--- src/rtl/pc_branch_unit.sv ---
// Next-PC / branch resolution stage following the ALU.
// Latches carry, resolves branches, drives link write and halt.
module pc_branch_unit #(
  parameter int          size     = 32,
  parameter logic [31:0] RESET_PC = 32'h0,
  parameter int          OFS_W    = 26
) (
  input  logic             clk,
  input  logic             rst,
  input  logic             en,
  input  logic [3:0]       br_type,
  input  logic [2:0]       alu_flag,
  input  logic             flag_we,
  input  logic [OFS_W-1:0] offset,
  input  logic [size-1:0]  rs_val,
  output logic [size-1:0]  pc,
  output logic             carry_q,
  output logic             taken,
  output logic             link_we,
  output logic [size-1:0]  link_data,
  output logic             halted
);

  typedef enum logic {
    RUN  = 1'b0,
    HALT = 1'b1
  } state_t;

  state_t state;

  logic [size-1:0] seq;
  logic [size-1:0] ofs_x;
  logic [size-1:0] rel;
  logic [size-1:0] tgt;
  logic            take;
  logic            is_bl;
  logic            is_halt;

  assign seq   = pc + size'(4);
  assign ofs_x = {{(size-OFS_W){offset[OFS_W-1]}}, offset};
  assign rel   = seq + (ofs_x << 2);

  always_comb begin
    tgt     = rel;
    take    = 1'b0;
    is_bl   = 1'b0;
    is_halt = 1'b0;
    case (br_type)
      4'b0001: take = 1'b1;
      4'b0010: begin
        take = 1'b1;
        tgt  = {rs_val[size-1:2], 2'b00};
      end
      4'b0011: take = alu_flag[0];
      4'b0100: take = ~alu_flag[0];
      4'b0101: take = alu_flag[1];
      4'b0110: take = carry_q;
      4'b0111: take = ~carry_q;
      4'b1000: begin
        take  = 1'b1;
        is_bl = 1'b1;
      end
      4'b1001: is_halt = 1'b1;
      default: take = 1'b0;
    endcase
  end

  always_ff @(posedge clk) begin
    if (!rst) begin
      state     <= RUN;
      pc        <= RESET_PC[size-1:0];
      carry_q   <= 1'b0;
      taken     <= 1'b0;
      link_we   <= 1'b0;
      link_data <= '0;
      halted    <= 1'b0;
    end else begin
      taken   <= 1'b0;
      link_we <= 1'b0;
      if (state == RUN && en) begin
        // condition above already used the old carry_q
        if (flag_we)
          carry_q <= alu_flag[2];
        if (is_halt) begin
          state  <= HALT;
          halted <= 1'b1;
        end else begin
          pc    <= take ? tgt : seq;
          taken <= take;
          if (is_bl) begin
            link_data <= seq;
            link_we   <= 1'b1;
          end
        end
      end
    end
  end

endmodule
--- config.mk ---
export PLATFORM = sky130hd
export DESIGN_NAME = pc_branch_unit
export DESIGN_NICKNAME = d
export VERILOG_FILES = /design/src/rtl/pc_branch_unit.sv
export SDC_FILE = /design/constraint.sdc
export NUM_CORES = 1
export LEC_CHECK = 0
export ABC_AREA = 1
export CAP_MARGIN = 20
export CELL_PAD_IN_SITES_DETAIL_PLACEMENT = 1
export CELL_PAD_IN_SITES_GLOBAL_PLACEMENT = 2
export CORE_UTILIZATION = 27
export CTS_BUF_LIST = sky130_fd_sc_hd__clkbuf_8
export CTS_CLUSTER_SIZE = 28
export DETAILED_ROUTE_END_ITERATION = 10
export PLACE_DENSITY_LB_ADDON = 0.2
export SLEW_MARGIN = 20
export SYNTH_ARGS = -nofsm -noshare
export SYNTH_HDL_FRONTEND = slang
export SYNTH_SLANG_ARGS = --single-unit
--- constraint.sdc ---
create_clock -name clk -period 3.7 [get_ports clk]
set_input_delay 0.74 -clock clk [delete_from_list [all_inputs] [get_ports clk]]
set_output_delay 0.74 -clock clk [all_outputs]
set_load 0.005 [all_outputs]
### Word-level counts from Yosys, hierarchy flattened

Cells that the tools add are included.
Widths: inputs -> output; s select.

| word-level totals | value |
|---|---|
| register bits | 68 |
| latch bits | 0 |
| bits in writable memories | 0 |
| ROM bits | 0 |
| output and inout port bits | 68 |
| word-level logic and storage cells | 36 |
| memories | 0 |

| cells by class | value |
|---|---|
| add/subtract/negate cells | 2 |
| multipliers | 0 |
| div/mod/pow operators | 0 |
| magnitude comparators | 0 |
| eq/ne operators | 9 |
| shift operators | 0 |
| muxes and demuxes | 6 |
| bitwise logic cells | 6 |
| reductions and logical operators | 7 |

Operators with widths:

| kind | number |
|---|---|
| $mux 32 | 2 |
| $add 32x3->32 const B | 1 |
| $add 32x32->32 | 1 |
| $eq 4x3->1 const B | 4 |
| $eq 4x2->1 const B | 2 |
| $eq 4x4->1 const B | 2 |
| $not 1->1 | 6 |
| $pmux 1 s6 | 1 |
| $reduce_and 2->1 | 3 |
| $reduce_or 3->1 | 2 |
| $eq 4x1->1 const B | 1 |
| $mux 1 | 3 |
| $reduce_and 3->1 | 1 |
| $logic_and 1x1->1 | 1 |

### Logic depth before layout (Yosys ltp)

Gate-level depths: netlist of run 1.

| depth | value |
|---|---|
| depth after elaboration | 4 |
| depth in mapped cells | 24 |

### Worst setup path after synthesis of run 1

OpenSTA, ideal clock, no wires.

| timing path | value |
|---|---|
| kind | register to register |
| start point | register pc[2] |
| end point | register pc[31] |
| library setup time | 0.120 ns |
| arrival time | 2.560 ns |
| slack | 1.020 ns |
| cell stages (with the launch flop) | 21 |
| buffers on the path | 0 |
| period minus slack after synthesis | 2.680 ns |
| path through | dfxtp_1 > ha_1 > nand2_1 > nor2_2 > nand2_1 > nor2_2 > nand4_1 > xor2_1 > inv_1 > ha_1 > nand2_1 > inv_1 > nand2_1 > nor3b_1 > nand2_1 > nand2_1 > nand2_1 > nand3_1 > nand2_1 > nand2_1 > a21oi_1 |

| between the ends | value |
|---|---|
| longest elaborated chain between the ends | 4 |

Ends and longest elaborated chain:

| element | RTL line | text |
|---|---|---|
| start: declaration | 16 | `output logic [size-1:0] pc,` |
| start signal: assignment | 71 | `pc <= RESET_PC[size-1:0];` |
| start signal: assignment | 88 | `pc <= take ? tgt : seq;` |
| $add 32x3->32 | 39 | `assign seq = pc + size'(4);` |
| via seq[24] | 31 | `logic [size-1:0] seq;` |
| $add 32x32->32 | 41 | `assign rel = seq + (ofs_x << 2);` |
| $mux 32 | 48 | `case (br_type)` |
| $mux 32 | 88 |  |

The timed path passes the listed nets, and every way through them passes these cells.
A chain may end at the register's enable or synchronous reset.

### Final worst setup path of run 1

| timing path | value |
|---|---|
| start point | register pc[2] |
| end point | register pc[26] |

Same word-level chain as after synthesis.

==> impl_metrics.json, run 1 <==
{
  "boundaryPins": 137,
  "max_stage_delay_ns": 0.41,
  "h-tree-depth": 3,
  "via_count": 6685,
  "grt_pass1_wl_um": 37500,
  "synth-edff-count": 0,
  "cts_inserted_buffers": 9,
  "grt_pass1_vias": 6823,
  "cts_tree": "built",
  "hold_violations": 0,
  "wl_per_cell_um": 16.8,
  "reg2regPathDepth": 17,
  "path_cells": "ha_1, nand2_1, nor2_2, nand2_1, nor2_2, nand4_1, xor2_2, inv_1, ha_1, nand2_1, nor2_1, and2_1, nand4_1, nand3_1, nor2_1, o21bai_1, a21oi_1",
  "holdCritPathClass": "reg -> reg",
  "clock_path_buffers": 2,
  "cp.required_ns": 3.95,
  "period_share_pct": 91.2,
  "io_buffers": 130,
  "routed_wl_um": 23900,
  "ys.warnings.count": 0,
  "nets": 1242,
  "drt_iter0_markers": 294,
  "min_period_ns": 3.38,
  "ys_seq_elements": 64,
  "criticalPathCategory": "reg -> reg",
  "core_region_area_um2": 21800,
  "post-cts-setup-buffers": 0,
  "die_w_um": 151,
  "root_buffer": "clkbuf_8",
  "drc": 0,
  "netlist_instances": 1000,
  "p_per_area_nw_per_um2": 296,
  "cp_max_fo": 5,
  "via_per_inst": 4.71,
  "rows": 54,
  "slowest_stage": "dfxtp_1",
  "r2r_start": "pc[2]",
  "r2r_end": "pc[26]",
  "grt_usage_pct": 22.0,
  "synth.cell_area_um2": 5970,
  "n_antenna_cell": 0,
  "maxCapViolations": 0,
  "place_congestion": 0.811,
  "arrival_ns": 3.62,
  "ys_seq_area_share_pct": 21.4,
  "grt_max_degree": 47,
  "ys.flop_type": "dfxtp_1",
  "finalSetupTns_ns": 0,
  "drive_above_1_share_pct": 7.63,
  "dr.pass1.iters": 5,
  "die_area_um2": 22700,
  "worst_slew_pin_slew_ns": 0.687,
  "drv_slew": 0,
  "final-setup-viol-count": 0,
  "rsz0062_at_grt": "no",
  "peakVddDrop_mv": 0.135,
  "max_freq_mhz": 296,
  "path_clk_slew_ns": 0.08,
  "finClkSkew_ns": 0.0141,
  "relSlewSlack_pct": 53.9,
  "synthDistinctLibCells": 45,
  "ant_nets": 0,
  "mostFrequentLayoutCells": "304 x nand2_1, 145 x inv_1, 130 x clkdlybuf4s50_1",
  "outcome": "finished clean",
  "clock_sinks": 64,
  "cp-end-kind": "flop",
  "die_h_um": 151,
  "final_common_cell": "nand2_1",
  "start_util_pct": 27.5,
  "crit_end": "pc[26]",
  "setup.worst_path.start_class": "flop",
  "synth.avg_cell_area_um2": 5.97,
  "critPathMostFrequentCell": "nand2_1",
  "postSynth.asyncResetShare_pct": 0,
  "grt_antenna_before_repair": 1,
  "hpwl_um": 19800,
  "p_total_w": 0.00235,
  "cp-startpoint": "pc[2]",
  "leakage_nw": 3.88,
  "grt_overflow": 0,
  "area_growth_pct": 32.5,
  "rrSetupSlack_ns": 0.32,
  "clkLatencyLatePin_ns": 0.36
}
==> worst max-delay path, delay by kind of cell (launching register included) <==
family,cells,cell delay (ns)
XOR/XNOR,1,0.25
AND/OR/NAND/NOR,11,1.58
AO/OA/AOI/OAI,2,0.28
adder cells (fa/ha/maj),2,0.65
buffers and inverters,1,0.09
flip-flops,1,0.41
==> through the flow <==
stage          worst slack [ns]  instances  cell area [µm²]  hold slack, ns  util, %
2_1_floorplan              1.02       1003             5990           0.465        -
3_3_place_gp              0.281       1405             7680           0.491     35.3
3_5_place_dp              0.265       1405             7680           0.487     35.3
4_1_cts                   0.224       1420             7890           0.511     36.3
5_1_grt                  0.0321       1420             7920           0.544     36.4
6_report                  0.325       1420             7920           0.504     36.4
==> power breakdown <==
part | leakage, nW | total (W) | switching [W] | internal, W
clock | 0.108 | 0.000640 | 0.000279 | 0.000360
combinational | 3.25 | 0.000923 | 0.000541 | 0.000382
sequential | 0.523 | 0.000785 | 0.0000569 | 0.000728
total | 3.88 | 0.00235 | 0.000877 | 0.00147
==> state kept, by name (all words and copies together), names as in the netlist <==
name       flops
carry_q        1
link_data     30
link_we        1
pc            30
state          1
taken          1
==> worst min-delay path by stage <==
| stage | from | endpoint | slack (ns) | depth (start not counted) |
|---|---|---|---|---|
| finish | link_data[9] | link_data[9] | 0.50 | 2 |
| global route | link_data[29] | link_data[29] | 0.54 | 2 |
| CTS | link_data[12] | link_data[12] | 0.51 | 2 |
| detailed placement | link_data[29] | link_data[29] | 0.49 | 2 |
| global placement | link_data[12] | link_data[12] | 0.49 | 2 |
| floorplan | carry_q | carry_q | 0.47 | 2 |
==> logic make-up after synthesis <==
logic type | synth area share [%]
AND/OR/NAND/NOR | 36.5
AO/OA/AOI/OAI | 17.5
other | 0.0628
flip-flops | 21.4
adder cells (fa/ha/maj) | 7.87
XOR/XNOR | 4.48
buffers and inverters | 12.1
==> final cells by class <==
type / count / area (µm²)
Fill cell: 2887 / 13800
Multi-Input combinational cell: 755 / 4020
Timing Repair Buffer: 156 / 1500
Sequential cell: 64 / 1280
Inverter: 150 / 566
Tap cell: 280 / 350
Clock buffer: 12 / 165
Clock inverter: 3 / 40.0
==> metal layers <==
layer	routed length, µm	track usage, %	up-vias	part of all wire (%)
li1	-	-	3464	-
met1	10700	27.3	3064	45
met2	11700	39.1	132	49
met3	984	3.70	25	4.1
met4	521	5.35	0	2.2
met5	0	0	-	0
==> what timing repair did <==
| action | in CTS | in global routing |
|---|---|---|
| hold buffers | 0 | 0 |
| gates resized for setup | 0 | 7 |
| setup endpoints to repair | 0 | 8 |
==> synthesized netlist by cell type, drive strengths merged (4+ instances only) <==
| cell type | instances | area, µm² |
|---|---|---|
| a21oi | 86 | 438 |
| buf | 12 | 72.6 |
| clkbuf | 22 | 82.6 |
| dfxtp | 64 | 1280 |
| ha | 36 | 450 |
| inv | 149 | 562 |
| nand2 | 311 | 1190 |
| nand3 | 55 | 290 |
| nand3b | 4 | 33.8 |
| nand4 | 15 | 109 |
| nor2 | 90 | 397 |
| nor3 | 17 | 101 |
| o211ai | 20 | 150 |
| o21ai | 53 | 265 |
| o21bai | 19 | 143 |
| or2 | 5 | 31.3 |
| xnor2 | 11 | 119 |
| xor2 | 17 | 149 |
(Power assumes the default switching activity.)
==> run 2: changes to the inputs <==
Settings changed: CTS_CLUSTER_DIAMETER from default to 80.
==> results of run 2 <==
Final layout, timing and power as in run 1 (identical DEF).
